`src/rtl/vram_arb.sv`:
```
// Two-requester arbiter for the video RAM system port: CPU (req 0) has fixed
// priority, the drawing engine (req 1) is protected by a saturating wait counter.
module vram_arb #(
    parameter int ADDRW    = 14,
    parameter int WORD     = 32,
    parameter int MAX_WAIT = 8
) (
    input  logic             clk_sys,
    input  logic             rst_sys_n,

    input  logic             req0,
    input  logic             re0,
    input  logic [WORD-1:0]  wmask0,
    input  logic [ADDRW-1:0] addr0,
    input  logic [WORD-1:0]  din0,
    output logic             gnt0,
    output logic             rvalid0,
    output logic [WORD-1:0]  rdata0,

    input  logic             req1,
    input  logic             re1,
    input  logic [WORD-1:0]  wmask1,
    input  logic [ADDRW-1:0] addr1,
    input  logic [WORD-1:0]  din1,
    output logic             gnt1,
    output logic             rvalid1,
    output logic [WORD-1:0]  rdata1,

    output logic             vram_re,
    output logic [WORD-1:0]  vram_wmask,
    output logic [ADDRW-1:0] vram_addr,
    output logic [WORD-1:0]  vram_din,
    input  logic [WORD-1:0]  vram_dout
);

    localparam logic [7:0] MAX_W = 8'(MAX_WAIT);

    logic [7:0] wait_cnt;
    logic       rv_s1, rv_s2;
    logic       tag_s1, tag_s2;

    // Grants are held off while reset is asserted so nothing is accepted then.
    always_comb begin
        gnt0 = 1'b0;
        gnt1 = 1'b0;
        if (rst_sys_n) begin
            if (req1 && wait_cnt == MAX_W)
                gnt1 = 1'b1;
            else if (req0)
                gnt0 = 1'b1;
            else if (req1)
                gnt1 = 1'b1;
        end
    end

    always_ff @(posedge clk_sys or negedge rst_sys_n) begin
        if (!rst_sys_n) begin
            wait_cnt <= '0;
        end else if (req1 && !gnt1) begin
            if (wait_cnt != MAX_W)
                wait_cnt <= wait_cnt + 8'd1;
        end else begin
            wait_cnt <= '0;
        end
    end

    // Idle cycles clear re/wmask only; address and data keep their last value.
    always_ff @(posedge clk_sys or negedge rst_sys_n) begin
        if (!rst_sys_n) begin
            vram_re    <= 1'b0;
            vram_wmask <= '0;
            vram_addr  <= '0;
            vram_din   <= '0;
        end else if (gnt0) begin
            vram_re    <= re0;
            vram_wmask <= wmask0;
            vram_addr  <= addr0;
            vram_din   <= din0;
        end else if (gnt1) begin
            vram_re    <= re1;
            vram_wmask <= wmask1;
            vram_addr  <= addr1;
            vram_din   <= din1;
        end else begin
            vram_re    <= 1'b0;
            vram_wmask <= '0;
        end
    end

    // Read-return pipeline: stage 1 aligns with the RAM command, stage 2 with dout.
    always_ff @(posedge clk_sys or negedge rst_sys_n) begin
        if (!rst_sys_n) begin
            rv_s1  <= 1'b0;
            tag_s1 <= 1'b0;
            rv_s2  <= 1'b0;
            tag_s2 <= 1'b0;
        end else begin
            rv_s1  <= (gnt0 && re0) || (gnt1 && re1);
            tag_s1 <= gnt1;
            rv_s2  <= rv_s1;
            tag_s2 <= tag_s1;
        end
    end

    assign rvalid0 = rv_s2 && !tag_s2;
    assign rvalid1 = rv_s2 && tag_s2;
    assign rdata0  = vram_dout;
    assign rdata1  = vram_dout;

endmodule

```
`config.mk`:
```
export PLATFORM = sky130hd
export DESIGN_NAME = vram_arb
export DESIGN_NICKNAME = d
export VERILOG_FILES = /design/src/rtl/vram_arb.sv
export SDC_FILE = /design/constraint.sdc
export NUM_CORES = 1
export LEC_CHECK = 0
export ABC_AREA = 1
export BUFFER_PORTS_ARGS = -buffer_cell sky130_fd_sc_hd__clkbuf_2
export CAP_MARGIN = 30
export CORE_AREA = 2 2 132 134
export DETAILED_ROUTE_END_ITERATION = 8
export DIE_AREA = 0 0 134 136
export PLACE_DENSITY_LB_ADDON = 0.08
export REMOVE_ABC_BUFFERS = 1
export SLEW_MARGIN = 20
export SYNTH_ARGS = -nofsm -noshare
export SYNTH_HDL_FRONTEND = slang
export SYNTH_SLANG_ARGS = --single-unit
```
`constraint.sdc`:
```
create_clock -name clk_sys -period 1.85 [get_ports clk_sys]
set_clock_uncertainty 0.2 [all_clocks]
set_input_delay 0.0925 -clock clk_sys [delete_from_list [all_inputs] [get_ports clk_sys]]
set_output_delay 0.0925 -clock clk_sys [all_outputs]
set_load 0.05 [all_outputs]
```
==> results of run 1 <==
-- through the flow --
stage | hold WS [ns] | setup TNS, ns | setup WS [ns] | instances | utilization, %
2_1_floorplan | -0.403 | -31.06 | -0.704 | 446 | -
3_3_place_gp | -0.256 | 0 | 0.0929 | 927 | 33.2
3_5_place_dp | -0.255 | 0 | 0.0604 | 927 | 33.2
-- Yosys cell counts --
cell	n
buf_2	17
o2111ai_1	3
xor2_1	4
nand2_2	2
inv_2	3
buf_4	73
buf_6	8
nand2_4	2
ha_1	2
nor2_1	14
o21ai_4	1
nand3_1	175
dfrtp_1	91
inv_1	15
nand4_1	1
buf_8	1
nand2_1	133
-- cell families after synthesis --
| group | count (synthesis) | share of synthesized area [%] |
|---|---|---|
| buf+inv | 117 | 17.3 |
| flops | 91 | 48.9 |
| xor+xnor | 4 | 0.753 |
| fa+ha+maj | 2 | 0.538 |
| simple gates | 327 | 31.6 |
| compound gates | 4 | 0.914 |
==> metrics.txt, run 1 <==
top cell type by total area after synthesis dfrtp_1; root buf cell clkbuf_16; yosys warns 0; status did not finish; Failed at 4_1_cts; post-CTS setup buffer count 5; dpl cell area approximately 0.0056 mm²; synth unique cells 17; Cell Rows 48; register area share after synthesis between 40% and 50%; Post-CTS Resized 19; Syn Area/Cell between 8 and 9 µm²; Final GP Congestion between 0.7 and 0.8; Syn Inst Count 545; clock buffer depth 2; I/O pins about 340; Netlist Area Pre-Place 0.00465 mm²; Die Y 136 µm; Yosys reg bits roughly 90; synth top area cells dfrtp_1 49%, nand3_1 19%, buf_4 12%; CTS H-tree lvls 3; Log Error [ERROR RSZ-0060] Max buffer count reached.; initial core utilization 27.6%; Hold-fix buffers, CTS 190; # port buffers 244; DP HPWL 11.9 mm; total CTS buffers 9; top cell type's share of synthesized area 48.9%; TritonCTS Sinks 91; Horiz. Die Dim 134 µm
==> inputs of run 2 (changes only) <==
--- a/config.mk
+++ b/config.mk
@@ -8,10 +8,10 @@
 export ABC_AREA = 1
 export BUFFER_PORTS_ARGS = -buffer_cell sky130_fd_sc_hd__clkbuf_2
 export CAP_MARGIN = 30
-export CORE_AREA = 2 2 132 134
+export CORE_MARGIN = 2
+export CORE_UTILIZATION = 20
 export DETAILED_ROUTE_END_ITERATION = 8
-export DIE_AREA = 0 0 134 136
-export PLACE_DENSITY_LB_ADDON = 0.08
+export PLACE_DENSITY_LB_ADDON = 0.15
 export REMOVE_ABC_BUFFERS = 1
 export SLEW_MARGIN = 20
 export SYNTH_ARGS = -nofsm -noshare
==> run 2 against run 1 <==
Synthesized area is the same. The run now ends clean. Synthesized cell count unchanged.
==> metrics.txt, run 2 <==
register area share after synthesis 48.9%; dominant combinational cell family by area after synthesis simple AND/OR/NAND/NOR gates; area grow syn2layout 85.4%; nets 1,140; Final GP Congestion 0.706; # port buffers 244; leakage 4.45 nW; GRT Residual Overflow 0; max frequency between 0.5 and 0.6 GHz; CP max stage cell dfrtp_1; CTS tree yes; routing usage on met1 21.6%; Pwr Total 6.45 mW; critical path's top delay family flip-flops; Worst R2R Path Depth 10; Syn Inst Count 545; number of synthesized flops with an enable pin 0; Slew Limit Fails 0; RSZ-0062 raised after global routing true; via count approximately 5,200; Worst slew margin between 20% and 30%; clock network fraction of total power 29.1%; drt pass-1 iters 5; Clock Latency Late Sink 0.34 ns; Syn Area/Cell 8.54 µm²; global-route wire length before repair 30.0 mm; final worst path period share 98.8%; TritonCTS Sinks 91; synth top area cells dfrtp_1 49%, nand3_1 19%, buf_4 12%; Tmin final 1.83 ns; Worst Path Buf+Inv 4; root buf cell clkbuf_16; setup violation total in the final timing report 0; status finished clean; Post-Synth XOR/XNOR Area 0.753%; total CTS buffers 9; initial antenna violation count 1; Synth Area in Adders 0.538%; I/O pins between 300 and 400; drt drc 0; Total GRT Usage 16.0%; Top Registers vram_din: 32 flops, vram_wmask: 32 flops, vram_addr: 14 flops; most common cell after layout, fill and taps aside clkbuf_2; top cell type's share of synthesized area 48.9%; Sw Pwr 2.44 mW; startpoint class of the critical path flop; Yosys reg bits 91; Max Cap Viol 0; power share of the combinational group 35.7%; Compound-Gate Fraction of Synth Area 0.914%; DP HPWL 13.0 mm; worst reg2reg path endpoint vram_din[25]; yosys warns 0; Vias/cell 4.24; Detail Route Antenna Nets 0; Clock Pin Slew Worst Setup and Hold Paths 0.07 ns; Worst Setup End Kind output pin; sequential share of power a little over a third; Simple-Gate Fraction of Synth Area between 30% and 40%; DR WL/cell 16.8 µm; cells along the critical path inv_2 -> ha_4 -> inv_2 -> nor2_2 -> nand2_2 -> nand2_4 -> nand2_4 -> inv_4 -> clkbuf_16; pin count of the biggest net entering global routing 64; core area 0.0227 mm²; initial core utilization 20.5%; synth unique cells 17; clock buffer depth 2; utilization after layout 38.0%; Die Y 157 µm; 1st-iter DRT viols 288; Cell Rows between 50 and 60; internal power 4.00 mW; crit path DAT 1.54 ns; Peak VDD IR 304 µV; count leader, synth nand3_1; worst setup path class reg -> out; Horiz. Die Dim 157 µm; grt peak-use layer met2; Worst-Margin Slew between 1 and 1.5 ns; Crit. Startpoint wait_cnt[0]; Hold Path Class in -> async; crit path to gnt1; Netlist Area Pre-Place approximately 0.0047 mm²; CP max FO 2; Switching Fraction about 38%; top cell type by total area after synthesis dfrtp_1; crit-path max cell delay around 0.40 ns; CP Data Required Time 1.56 ns; most common library cells after synthesis 175 x nand3_1, 133 x nand2_1, 91 x dfrtp_1, 73 x buf_4, 17 x buf_2; CP Depth 9; Async SR Flop Fraction 100%; fraction of layout cells with a size suffix above 1 34.8%; worst r2r src wait_cnt[0]; Fin. Hold Viols 0; Most used DFF post-synth dfrtp_1; global-route met3 utilization 5.18%; number of global-route vias before repair 5,293; setup slack, reg-to-reg roughly 0.09 ns; die area approximately 0.025 mm²; GR Layer Usage met2 23.8%; Routed Wire Length 20.8 mm; CTS H-tree lvls 3; most frequent cells in the layout 241 x clkbuf_2, 192 x dlygate4sd3_1, 173 x nand3_1; setup TNS 0 ns; P per Cell Area ~750 mW/mm²; multiplexer share of the synthesized area 0%
## run 2: cell counts after synthesis
No cell type changed its count.
## run 2: per-layer routing
layer	wire length, µm	up-vias
li1	-	2523
met1	9540	2431
met2	9240	255
met3	1600	23
met4	397	0
met5	0	-
## run 2: worst reg2reg max path, delay by kind of cell, from the launching register on
kind          cells  cell delay (ns)
fa+ha+maj         1             0.14
flops             1             0.40
simple gates      5             0.48
buf+inv           4             0.49
## run 2: kinds of logic (layout without fill, tap and decap cells)
kind of cell	count (synthesis)	after routing
and+or+nand+nor	327	327
buffers and inverters	117	521
DFF	91	91
AOI/OAI and AO/OA	4	4
xor gates and xnor gates	4	4
adders and majority gates	2	2
other	0	1
## run 2: how the worst min path moves through the flow
stage	startpoint	to	slack, ns
2_1_floorplan	rst_sys_n	rv_s1	-0.40
3_3_place_gp	vram_dout[24]	rdata1[24]	-0.01
3_5_place_dp	vram_dout[24]	rdata1[24]	-0.01
4_1_cts	rv_s1	rv_s2	0.16
5_1_grt	tag_s1	tag_s2	0.16
6_report	rst_sys_n	tag_s1	0.15
## run 2: per-stage QoR
step	hold WS, ns	instance area (µm²)	std cells	setup slack [ns]
3_3_place_gp	-0.0143	5730	992	0.109
5_1_grt	0.159	8630	1234	-0.0530
2_1_floorplan	-0.403	3920	446	-0.704
4_1_cts	0.156	8070	1207	0.00881
6_report	0.154	8630	1235	0.0219
3_5_place_dp	-0.0143	5730	992	0.111
## run 2: layout make-up
type,count,area [µm²]
clock inverter,4,32.5
fill,2260,14100
inverter,18,75.1
multi-input combinational,337,1600
clock buffer,12,267
sequential,91,2280
timing repair buffer,487,4020
tap,285,357
antenna,1,2.50
## run 2: power groups by stage
stage	clock (mW)	combinational [mW]	sequential, mW
after floorplan	0	0.279	2.92
after global placement	0	1.50	2.31
after detailed placement	0	1.50	2.30
after CTS	1.97	2.15	2.27
after global routing	2.03	2.43	2.29
final	1.88	2.30	2.27
## run 2: what timing repair did
action,4_1_cts,5_1_grt
gates cloned,0,1
resized for setup,14,7
pin swaps,5,6
hold buffers,193,0
endpoints found under the setup margin,2,52
hold endpoints to repair,244,0
setup buffers,6,4
Note: power is estimated with default switching activity, not from simulation.
